--- src/rtl/seg7_pkg.sv ---
// Shared types and constants for the multiplexed 7-segment bus monitor.
// Glyph patterns are active-low {CA,CB,CC,CD,CE,CF,CG}, indexed by hex value.
package seg7_pkg;

  typedef enum logic [1:0] {
    WAIT_CHANGE,
    SETTLE,
    SAMPLE
  } scan_state_t;

  localparam logic [6:0] BLANK_GLYPH = 7'h7F;

  localparam logic [6:0] GLYPH_TABLE [16] = '{
    7'h01, 7'h4F, 7'h12, 7'h06, 7'h4C, 7'h24, 7'h20, 7'h0F,
    7'h00, 7'h04, 7'h08, 7'h60, 7'h31, 7'h42, 7'h30, 7'h38
  };

endpackage

--- src/rtl/seg7_pattern_decode.sv ---
// Combinational reverse lookup of an active-low segment pattern to its hex nibble.
// Patterns outside the glyph table (blank included) report illegal with nibble 0.
module seg7_pattern_decode
  import seg7_pkg::*;
(
  input  logic [6:0] i_segments,
  output logic [3:0] o_nibble,
  output logic       o_legal
);

  always_comb begin
    o_nibble = '0;
    o_legal  = 1'b0;
    for (int k = 0; k < 16; k++) begin
      if (i_segments == GLYPH_TABLE[k]) begin
        o_nibble = 4'(k);
        o_legal  = 1'b1;
      end
    end
  end

endmodule

--- src/rtl/seg7_scan_monitor.sv ---
// Watches a multiplexed 7-segment bus, recovers the shown digits per position
// and reports frame completion, multi-anode bus errors and a stalled scan.
module seg7_scan_monitor
  import seg7_pkg::*;
#(
  parameter int SETTLE_CYCLES  = 16,
  parameter int N_DIGITS       = 8,
  parameter int TIMEOUT_CYCLES = 1_000_000
) (
  input  logic                  clock,
  input  logic                  reset,
  input  logic [6:0]            segments,
  input  logic [N_DIGITS-1:0]   anodos,
  output logic [4*N_DIGITS-1:0] digits,
  output logic [N_DIGITS-1:0]   digit_valid,
  output logic                  frame_done,
  output logic [7:0]            frame_count,
  output logic                  scan_error,
  output logic                  stale
);

  localparam int SW  = $clog2(SETTLE_CYCLES + 1);
  localparam int IW  = $clog2(TIMEOUT_CYCLES + 1);
  localparam int CW  = $clog2(N_DIGITS + 1);
  localparam int AIW = (N_DIGITS > 1) ? $clog2(N_DIGITS) : 1;

  logic [6:0]            r_seg, r_segPrev;
  logic [N_DIGITS-1:0]   r_an, r_anPrev, r_lastAn;
  scan_state_t           r_state, w_stateNext;
  logic [SW-1:0]         r_settleCnt, w_settleNext;
  logic [IW-1:0]         r_idle;
  logic [N_DIGITS-1:0]   r_seen;
  logic [4*N_DIGITS-1:0] r_digits;
  logic [N_DIGITS-1:0]   r_digitValid;
  logic                  r_frameDone;
  logic [7:0]            r_frameCount;
  logic                  r_scanError;
  logic                  r_stale;

  logic [CW-1:0]         w_lowCount;
  logic [AIW-1:0]        w_index;
  logic                  w_blank, w_oneHot, w_multi;
  logic                  w_inChanged;
  logic [3:0]            w_nibble;
  logic                  w_legal;
  logic                  w_sampleOne;

  seg7_pattern_decode u_decode (
    .i_segments(r_seg),
    .o_nibble  (w_nibble),
    .o_legal   (w_legal)
  );

  always_comb begin
    w_lowCount = '0;
    w_index    = '0;
    for (int i = 0; i < N_DIGITS; i++) begin
      if (!r_an[i]) begin
        w_lowCount = w_lowCount + CW'(1);
        w_index    = AIW'(i);
      end
    end
  end

  assign w_blank     = (w_lowCount == '0);
  assign w_oneHot    = (w_lowCount == CW'(1));
  assign w_multi     = !w_blank && !w_oneHot;
  assign w_inChanged = (r_an != r_anPrev) || (r_seg != r_segPrev);
  assign w_sampleOne = (r_state == SAMPLE) && w_oneHot;

  // Blank anodes abort a settle before the change check, so a digit-off gap never samples.
  always_comb begin
    w_stateNext  = r_state;
    w_settleNext = r_settleCnt;
    unique case (r_state)
      WAIT_CHANGE: begin
        w_settleNext = '0;
        if ((r_an != r_lastAn) && !w_blank) w_stateNext = SETTLE;
      end
      SETTLE: begin
        if (w_blank) begin
          w_stateNext = WAIT_CHANGE;
        end else if (w_inChanged) begin
          w_settleNext = '0;
        end else if (r_settleCnt == SW'(SETTLE_CYCLES - 1)) begin
          w_stateNext = SAMPLE;
        end else begin
          w_settleNext = r_settleCnt + SW'(1);
        end
      end
      SAMPLE:  w_stateNext = WAIT_CHANGE;
      default: w_stateNext = WAIT_CHANGE;
    endcase
  end

  always_ff @(posedge clock) begin
    if (reset) begin
      r_seg        <= BLANK_GLYPH;
      r_segPrev    <= BLANK_GLYPH;
      r_an         <= '1;
      r_anPrev     <= '1;
      r_lastAn     <= '1;
      r_state      <= WAIT_CHANGE;
      r_settleCnt  <= '0;
      r_idle       <= '0;
      r_seen       <= '0;
      r_digits     <= '0;
      r_digitValid <= '0;
      r_frameDone  <= 1'b0;
      r_frameCount <= '0;
      r_scanError  <= 1'b0;
      r_stale      <= 1'b0;
    end else begin
      r_seg       <= segments;
      r_an        <= anodos;
      r_segPrev   <= r_seg;
      r_anPrev    <= r_an;
      r_state     <= w_stateNext;
      r_settleCnt <= w_settleNext;
      r_frameDone <= 1'b0;

      if ((r_state == SAMPLE) && w_multi) r_scanError <= 1'b1;

      if (w_sampleOne) begin
        for (int i = 0; i < N_DIGITS; i++) begin
          if (w_index == AIW'(i)) begin
            r_digits[4*i +: 4] <= w_nibble;
            r_digitValid[i]    <= w_legal;
            r_seen[i]          <= 1'b1;
          end
        end
        r_lastAn <= r_an;
        r_idle   <= '0;
        r_stale  <= 1'b0;
      end else begin
        if (r_seen == '1) begin
          r_frameDone  <= 1'b1;
          r_frameCount <= r_frameCount + 8'd1;
          r_seen       <= '0;
        end
        // Idle counter saturates at the timeout; crossing it drops the partial frame.
        if (r_idle != IW'(TIMEOUT_CYCLES - 1)) begin
          r_idle <= r_idle + IW'(1);
          if (r_idle == IW'(TIMEOUT_CYCLES - 2)) begin
            r_stale <= 1'b1;
            r_seen  <= '0;
          end
        end
      end
    end
  end

  assign digits      = r_digits;
  assign digit_valid = r_digitValid;
  assign frame_done  = r_frameDone;
  assign frame_count = r_frameCount;
  assign scan_error  = r_scanError;
  assign stale       = r_stale;

endmodule

--- config.mk ---
export PLATFORM = sky130hd
export DESIGN_NAME = seg7_scan_monitor
export DESIGN_NICKNAME = d
export VERILOG_FILES = /design/src/rtl/seg7_pkg.sv /design/src/rtl/seg7_pattern_decode.sv /design/src/rtl/seg7_scan_monitor.sv
export SDC_FILE = /design/constraint.sdc
export NUM_CORES = 1
export LEC_CHECK = 0
export ABC_AREA = 1
export BUFFER_PORTS_ARGS = -buffer_cell sky130_fd_sc_hd__buf_2
export CORE_UTILIZATION = 45
export CTS_BUF_LIST = sky130_fd_sc_hd__clkbuf_4
export DETAILED_ROUTE_END_ITERATION = 12
export PLACE_DENSITY_LB_ADDON = 0.1
export SLEW_MARGIN = 10
export SYNTH_ARGS = -nofsm -noshare
export SYNTH_HDL_FRONTEND = slang
export SYNTH_SLANG_ARGS = --single-unit
--- constraint.sdc ---
create_clock -name clock -period 6.9 [get_ports clock]
set_clock_uncertainty 0.15 [all_clocks]
set_input_delay 1.035 -clock clock [delete_from_list [all_inputs] [get_ports clock]]
set_output_delay 1.035 -clock clock [all_outputs]
set_load 0.02 [all_outputs]
==> Word level (Yosys, flattened, before mapping) <==
Index checks and enable logic that the tools add are counted.
{ "op_classes": {"n_reduce_logical": 25, "addsub": 10, "muxes": 68, "eq_ne": 45, "bitwise": 1} }
{ "op_table": {"columns": ["op", "count"], "rows": [
  ["4-bit two-way mux", 15],
  ["7-bit by 6-bit equality test with 1-bit output (second input constant)", 5],
  ["8-bit two-way mux", 4],
  ["3-bit two-way mux", 10],
  ["4-bit by 1-bit adder with 4-bit output (second input constant)", 7],
  ["7-bit equality test (second input constant)", 4],
  ["1-bit two-way mux", 28],
  ["20-bit by 1-bit adder with 20-bit output (second input constant)", 1],
  ["20-bit equality test (second input constant)", 1],
  ["20-bit != test (second input constant)", 1],
  ["2-bit AND reduction", 10],
  ["2-bit by 1-bit != test with 1-bit output (second input constant)", 8],
  ["8-bit != test", 2],
  ["5-bit two-way mux", 3],
  ["7-bit by 3-bit equality test with 1-bit output (second input constant)", 2],
  ["7-bit by 4-bit equality test with 1-bit output (second input constant)", 2],
  ["3-bit equality test (second input constant)", 4],
  ["2-bit two-way mux", 6],
  ["5-bit case mux with 2 select lines", 1],
  ["3-bit != test (second input constant)", 3],
  ["8-bit by 1-bit adder with 8-bit output (second input constant)", 1],
  ["8-bit equality test (second input constant)", 1],
  ["7-bit by 1-bit equality test with 1-bit output (second input constant)", 1],
  ["7-bit by 5-bit equality test with 1-bit output (second input constant)", 1],
  ["other kinds (21)", 28]
]} }
{ "totals": {"elab_cells": 185, "ff_bits": 124} }

==> Longest topological paths before layout <==
Gate-level depths: netlist of run 1.
{ "logic_depth": {"word_depth": 20, "depth_mapped": 31, "depth_no_buf": 31} }

==> Modules after synthesis <==
A second synthesis of run 1 with hierarchy kept.
{ "hier_totals": {"cells_unflattened": 889, "area_unflattened_um2": 6173.4} }
{ "by_module_without_submodules": {"columns": ["mod", "area_each_um2", "n_inst", "cells_per_inst"], "rows": [
  ["seg7_scan_monitor", 5840.6, 1, 823],
  ["seg7_pattern_decode", 332.8, 1, 66]
]} }

==> Worst setup path before layout of run 1 <==
No wires, ideal clock.
{ "synth_path": {"kind": "register -> register", "from": "register r_an[0]", "to": "register r_digitValid[5], in the netlist digit_valid[5]", "t_arrival_ps": 4333, "slack_ps": 2299, "setup_time_ps": 118, "period_less_slack_ps": 4601, "path_buffers": 2, "path_stages_with_launch": 28, "required_time_ps": 6632, "path_cell_list": "dfxtp_1 -> inv_1 -> ha_1 -> nand2_1 -> nand2_2 -> ha_1 -> nand2_1 -> nand2_1 -> ha_1 -> or2_2 -> nand2_1 -> inv_1 -> ha_1 -> nand2_1 -> nand2_1 -> ha_1 -> or2_2 -> nand2_1 -> inv_1 -> ha_1 -> nand2_1 -> o21ai_0 -> nor2_2 -> nand4_4 -> buf_6 -> buf_2 -> nor3_1 -> nor2_1"} }
{ "synth_via": {"elab_chain_len": 18} }
{ "synth_lines": {"columns": ["element", "line", "source"], "rows": [
  ["start: declaration", "seg7_scan_monitor.sv:28", "logic [N_DIGITS-1:0] r_an, r_anPrev, r_lastAn;"],
  ["start signal: assignment", "seg7_scan_monitor.sv:115", "r_an <= anodos;"],
  ["1-bit two-way mux *", "seg7_scan_monitor.sv:58", "if (!r_an[i]) begin"],
  ["4-bit by 1-bit adder with 4-bit output", "seg7_scan_monitor.sv:59", "w_lowCount = w_lowCount + CW'(1);"],
  ["4-bit two-way mux *", "seg7_scan_monitor.sv:58", null],
  ["4-bit by 1-bit adder with 4-bit output", "seg7_scan_monitor.sv:59", null],
  ["4-bit two-way mux *", "seg7_scan_monitor.sv:58", null],
  ["4-bit by 1-bit adder with 4-bit output", "seg7_scan_monitor.sv:59", null],
  ["4-bit two-way mux *", "seg7_scan_monitor.sv:58", null],
  ["4-bit by 1-bit adder with 4-bit output", "seg7_scan_monitor.sv:59", null],
  ["(+2 left out)", null, null],
  ["4-bit two-way mux *", "seg7_scan_monitor.sv:58", null],
  ["4-bit by 1-bit adder with 4-bit output", "seg7_scan_monitor.sv:59", null],
  ["4-bit two-way mux *", "seg7_scan_monitor.sv:58", null],
  ["4-bit by 1-bit adder with 4-bit output", "seg7_scan_monitor.sv:59", null],
  ["4-bit two-way mux *", "seg7_scan_monitor.sv:58", null],
  ["4-bit by 1-bit equality test with 1-bit output *", "seg7_scan_monitor.sv:66", "assign w_oneHot = (w_lowCount == CW'(1));"],
  ["1-bit logical AND *", "seg7_scan_monitor.sv:69", "assign w_sampleOne = (r_state == SAMPLE) && w_oneHot;"],
  ["2-bit AND reduction (no line) *", null, null],
  ["end signal: indexed assignment", "seg7_scan_monitor.sv:128", "r_digitValid[i] <= w_legal;"],
  ["end: declaration", "seg7_scan_monitor.sv:34", "logic [N_DIGITS-1:0] r_digitValid;"]
]} }
Mark *: on every way between the ends. The rest lies on a longest branch, timed or not.
A chain may end at the register's enable or synchronous reset.

==> Final worst setup path of run 1 <==
{ "layout_path": {"from": "register r_an[1]", "to": "register r_frameCount[1], in the netlist frame_count[1]"} }
{ "layout_via": {"elab_chain_len": 17} }
{ "layout_lines": {"columns": ["element", "line", "source"], "rows": [
  ["4-bit two-way mux *", "seg7_scan_monitor.sv:58", null],
  ["4-bit by 1-bit adder with 4-bit output", "seg7_scan_monitor.sv:59", null],
  ["4-bit two-way mux *", "seg7_scan_monitor.sv:58", null],
  ["4-bit by 1-bit adder with 4-bit output", "seg7_scan_monitor.sv:59", null],
  ["4-bit two-way mux *", "seg7_scan_monitor.sv:58", null],
  ["4-bit by 1-bit adder with 4-bit output", "seg7_scan_monitor.sv:59", null],
  ["4-bit two-way mux *", "seg7_scan_monitor.sv:58", null],
  ["4-bit by 1-bit adder with 4-bit output", "seg7_scan_monitor.sv:59", null],
  ["4-bit two-way mux *", "seg7_scan_monitor.sv:58", null],
  ["4-bit by 1-bit adder with 4-bit output", "seg7_scan_monitor.sv:59", null],
  ["4-bit two-way mux *", "seg7_scan_monitor.sv:58", null],
  ["4-bit by 1-bit adder with 4-bit output", "seg7_scan_monitor.sv:59", null],
  ["4-bit two-way mux *", "seg7_scan_monitor.sv:58", null],
  ["4-bit by 1-bit equality test with 1-bit output *", "seg7_scan_monitor.sv:66", null],
  ["1-bit logical AND *", "seg7_scan_monitor.sv:69", null],
  ["1-bit inverter (no line) *", null, null],
  ["2-bit AND reduction (no line) *", null, null],
  ["end signal: assignment", "seg7_scan_monitor.sv:138", "r_frameCount <= r_frameCount + 8'd1;"],
  ["end: declaration", "seg7_scan_monitor.sv:36", "logic [7:0] r_frameCount;"]
]} }
Marked as above.

==> out/qor.csv, run 1 <==
metric,value,unit
"Setup Fix Bufs, Post-CTS",0,
initial drt markers,282,
M2 GR Usage,0.305,
post-synthesis async set-or-reset flop share,0,
Setup Viol. Count Final,0,
Max stage delay on crit path,620,ps
"EDFF count, synth",0,
clock tree from TritonCTS,yes,
Final period util,0.778,
synthesized-area fraction occupied by adder cells,0.0242,
vias post-DR,5389,
area overhead of the layout relative to synthesis,11.5,%
Die Outline Area,0.0143,sq mm
antenna-violating nets left,0,
leak pwr,3.19,nW
register bit count reported by yosys,124,
ys flop type,sky130_fd_sc_hd__dfxtp_1,
clock buffer count from CTS,17,
start-to-end type of the worst setup path,reg2reg,
overall routing resource usage,0.199,
floorplan core area,0.0133,sq mm
"Remaining Overflow, GRT",0,
H-tree levels,4,
highest-count cells in the layout ignoring fill and taps,"sky130_fd_sc_hd__nand2_1, sky130_fd_sc_hd__nor2_1, sky130_fd_sc_hd__dfxtp_1",
Top Ports,68,
post-route cell area,0.00692,sq mm
shortest clock period the worst path allows after layout,5370,ps
Max IR drop VDD,0.000146,V
Placement Rows,42,
multiplexer area fraction after synthesis,0,
cell chosen for the clock root,sky130_fd_sc_hd__clkbuf_4,
fraction of synthesized cell area in xor and xnor cells,0.0534,
Max-Cap Viols,0,
Yosys cell types,36,
Compound-Gate Fraction of Synth Area,0.0713,
length in cells of the worst reg-to-reg path,29,
Pwr Density,213,mW/mm^2
r2r setup slk,1530,ps
number of antenna repair diodes,0,
type of destination of the critical path,flop,
dominant combinational cell family by area after synthesis,simple AND/OR/NAND/NOR gates,
Worst Tran Pin Value,813,ps
utilization after layout,0.519,
global-route wire length before repair,22800,um
height of the die,119,um
effective utilization at floorplan,0.465,
final max-slew violation count,0,
number of clock sinks,124,
number of global-route vias before repair,4869,
number of vias per cell after detailed routing,4.79,
Clock Pin Slew Worst Setup and Hold Paths,120,ps
setup repair after global routing missed its margin,no,
First-pass DRT Iterations,7,
worst slew slack as a fraction of its limit,0.458,
Design Power,1.48,mW
simple-gate portion of the synthesized area,0.370,
number of resized instances in the post-cts repair step,0,
outcome,"complete, no violations",
area after detailed placement,0.00662,sq mm
critical register-to-register path startpoint,r_an[1],
library cell contributing the largest single delay on the critical path,sky130_fd_sc_hd__buf_4,
maximum root-to-sink buffer count,2,
layer carrying the most global-route usage,met2,
final layout net count,964,
post-synthesis cell area,0.00621,sq mm
Worst Slack Setup Final,1530,ps
pin count of the biggest net entering global routing,76,
most frequent standard cell in the layout excluding fill and tap cells,sky130_fd_sc_hd__nand2_1,
share of post-route cells with drive strength above 1,0.164,
die width,119,um
routed length per instance,11.8,um
end point of the worst hold path,scan_error,
post-synthesis area per instance,7.10,sq um
number of hold-slack violations in the final timing report,0,
gp weighted congestion,0.904,
hpwl dp,9410,um
hold buffer count at cts,0,
warnings from Yosys,0,
cell depth of the worst hold path,2,
proportion of synthesized chip area in sequential cells,0.400,
post-place setup slack,1570,ps
setup TNS,0,ps
drt total wl,13300,um
maximum fanout along the worst path,75,
peak clock frequency supported by timing,186,MHz
worst-skew pair later-pin latency,530,ps
Critical Path Start Type,flop,
worst reg2reg path endpoint,frame_count[1],
startpoint of the lowest-slack hold path,scan_error,
WP data arrival,5690,ps
PortBufs,67,
number of filler instances in the final layout,1410,
number of antenna violations at the first check in global routing,0,
cell with the most instances on the worst path,sky130_fd_sc_hd__nand2_1,
GR Util met3,0.0493,
class of the tightest hold or removal check,reg2reg,
required time of the worst setup path,7230,ps
Synthesized Nets,904,
DRC viols,0,
post-synthesis cell count,875,
M1 GR Usage,0.273,
## area by class of cell
type	count	area [sq um]	area share
Multi-Input combinational cell	634	3220	0.466
Sequential cell	124	2480	0.359
Timing Repair Buffer	70	358	0.0517
Inverter	88	333	0.0481
Tap cell	176	220	0.0318
Clock inverter	14	171	0.0248
Clock buffer	18	135	0.0195
## sequential cells by signal, indices dropped and copies added, names as in the netlist, 8 cells and up
signal       cells
r_lastAn         8
r_seen           8
r_an             8
r_anPrev         8
frame_count      8
r_idle          20
digits          32
digit_valid      8
## cell usage after synthesis, drive strengths merged, types with 5 or more instances
cell    instances  area [sq um]
ha             12           150
inv            88           333
clkbuf          9          33.8
o21bai         29           229
nand4          20           140
or2            30           188
o21ai           7          38.8
a31oi           5          31.3
nand3          60           325
a21oi          27           135
xnor2          15           131
nand2         223           852
dfxtp         124          2480
nor4            7          43.8
nor2          130           513
buf            20           135
nor3           43           215
xor2           22           200
## metrics by stage
stage	instances	hold WS, ps
floorplan	875	292
global placement	1092	290
detailed placement	1092	298
CTS	1124	315
global route	1124	341
finish	1124	321
## cells by family (layout without fill, tap and decap cells)
| family | Yosys count | in the layout |
|---|---|---|
| xor+xnor | 37 | 37 |
| flops | 124 | 124 |
| compound gates | 69 | 69 |
| simple gates | 516 | 516 |
| fa+ha+maj | 12 | 12 |
| buf+inv | 117 | 190 |
## routing by layer
metal,up-vias,share of wire
li1,2911,-
met3,8,0.039
met1,2385,0.51
met4,0,0.0084
met2,85,0.44
met5,-,0
## worst max path at each step
stage / start / end / cells past startpoint
CTS: r_an[1] / frame_count[1] / 29
detailed placement: r_an[1] / frame_count[1] / 29
floorplan: r_an[0] / digit_valid[5] / 27
global placement: r_an[1] / frame_count[1] / 29
finish: r_an[1] / frame_count[1] / 29
global route: r_an[1] / frame_count[1] / 29
## critical path: cells and delay by family, from the launching register on
family	cells	cell delay, ps
AND/OR/NAND/NOR	16	1830
adder cells (fa/ha/maj)	6	1690
flip-flops	1	420
buffers and inverters	6	1020
AO/OA/AOI/OAI	1	130
## power breakdown
part	total [mW]	switching, mW	internal [mW]
combinational	0.178	0.116	0.0624
sequential	0.760	0.0217	0.738
clock	0.540	0.285	0.255
total	1.48	0.423	1.06
Power figures use the tool's default switching activity.
==> inputs of run 2 (changes only) <==
- clock period: 6.9 -> 5.2 ns (I/O delays scaled with it)
==> out/qor.csv, run 2 (synthesis gave the netlist of run 1 again) <==
metric,value,unit
floorplan core area,0.0133,sq mm
length in cells of the worst reg-to-reg path,29,
"Remaining Overflow, GRT",0,
number of global-route vias before repair,4854,
drt total wl,14000,um
share of post-route cells with drive strength above 1,0.181,
Max stage delay on crit path,380,ps
final max-slew violation count,0,
shortest clock period the worst path allows after layout,4900,ps
global-route wire length before repair,22600,um
type of destination of the critical path,flop,
clock buffer count from CTS,17,
cell chosen for the clock root,sky130_fd_sc_hd__clkbuf_4,
number of clock sinks,124,
area occupied by registers,0.00249,sq mm
Pwr Density,271,mW/mm^2
end point of the worst hold path,r_seg[1],
overall routing resource usage,0.197,
number of filler instances in the final layout,1407,
Setup Viol. Count Final,0,
number of vias per cell after detailed routing,4.86,
hpwl dp,9630,um
highest-count cells in the layout ignoring fill and taps,"sky130_fd_sc_hd__nand2_1, sky130_fd_sc_hd__nor2_1, sky130_fd_sc_hd__dfxtp_1",
Placement Rows,42,
area after detailed placement,0.00664,sq mm
number of antenna violations at the first check in global routing,1,
Max-Cap Viols,0,
Largest register FFs,32,
antenna-violating nets left,0,
number of hold-slack violations in the final timing report,0,
Die Outline Area,0.0143,sq mm
final layout net count,977,
post-route cell area,0.00712,sq mm
setup repair after global routing missed its margin,no,
height of the die,119,um
pin count of the biggest net entering global routing,59,
PortBufs,67,
Max IR drop VDD,0.000178,V
clock tree from TritonCTS,yes,
r2r setup slk,300,ps
start-to-end type of the worst setup path,reg2reg,
cell depth of the worst hold path,2,
startpoint of the lowest-slack hold path,segments[1],
Final period util,0.942,
Critical Path Start Type,flop,
H-tree levels,4,
worst-skew pair later-pin latency,550,ps
Setup crit start,r_an[1],
worst reg2reg path endpoint,r_idle[3],
First-pass DRT Iterations,5,
class of the tightest hold or removal check,in2reg,
cell with the most instances on the worst path,sky130_fd_sc_hd__nand2_1,
routed length per instance,12.3,um
effective utilization at floorplan,0.465,
area overhead of the layout relative to synthesis,14.6,%
Worst Tran Pin Value,1010,ps
DRC viols,0,
critical register-to-register path startpoint,r_an[1],
Top Ports,68,
maximum root-to-sink buffer count,2,
maximum fanout along the worst path,10,
initial drt markers,299,
area taken by multi-input logic gates,0.00328,sq mm
worst slew slack as a fraction of its limit,0.323,
Clock Pin Slew Worst Setup and Hold Paths,110,ps
most frequent standard cell in the layout excluding fill and tap cells,sky130_fd_sc_hd__nand2_1,
vias post-DR,5520,
peak clock frequency supported by timing,204,MHz
gp weighted congestion,0.892,
leak pwr,3.28,nW
required time of the worst setup path,5480,ps
die width,119,um
setup TNS,0,ps
library cell contributing the largest single delay on the critical path,sky130_fd_sc_hd__dfxtp_4,
WP data arrival,5180,ps
outcome,"complete, no violations",
[run 2: repair_timing]
item | in CTS | in global routing
resized for setup | 0 | 25
hold endpoints to repair | 0 | 0
setup buffers | 0 | 2
endpoints found under the setup margin | 0 | 91
hold buffers | 0 | 0
[run 2: where the power goes]
| part | leakage (nW) | switching [mW] | internal [mW] | total [mW] |
|---|---|---|---|---|
| sequential | 1.01 | 0.0287 | 0.979 | 1.01 |
| clock | 0.138 | 0.374 | 0.282 | 0.657 |
| combinational | 2.13 | 0.168 | 0.0989 | 0.267 |
[run 2: cell type report]
type	instances	share of cell area
diodes	1	0.000352
inverters	88	0.0468
well taps	176	0.0309
clock buffers	18	0.0190
multi-input cells	637	0.461
clock inverters	12	0.0174
flip-flops and latches	124	0.350
repair buffers	80	0.0751
[run 2: layer usage]
metal	vias to the layer above	GRT usage	wire length, um
met5	-	0	0
li1	2943	-	-
met2	80	0.302	6180
met3	10	0.0512	489
met4	0	0.0516	132
met1	2487	0.274	7150
[run 2: worst max-delay path, delay by kind of cell, from the launching register on]
kind	cells	cell delay [ps]
AOI/OAI and AO/OA	2	170
adders and majority gates	6	1660
buffers and inverters	7	780
DFF	1	380
and+or+nand+nor	14	1660
[run 2: stage by stage]
| step | hold slack (ps) | worst slack (ps) | utilization | total power [mW] | std cells |
|---|---|---|---|---|---|
| 2_1_floorplan | 292 | 599 | - | 1.22 | 875 |
| 3_3_place_gp | 299 | 249 | 0.497 | 1.27 | 1095 |
| 3_5_place_dp | 305 | 96.7 | 0.497 | 1.27 | 1095 |
| 4_1_cts | 234 | 64.3 | 0.517 | 1.93 | 1125 |
| 5_1_grt | 218 | 1.18 | 0.533 | 2.04 | 1136 |
| 6_report | 261 | 301 | 0.533 | 1.93 | 1136 |
[run 2: worst max path at each step]
stage / slack (ps) / end / depth (start not counted)
after floorplan: 600 / digit_valid[5] / 27
after global placement: 250 / frame_count[1] / 29
after detailed placement: 100 / frame_count[1] / 29
after CTS: 60 / frame_count[1] / 29
after global routing: 1 / r_lastAn[7] / 30
final: 300 / r_idle[3] / 29
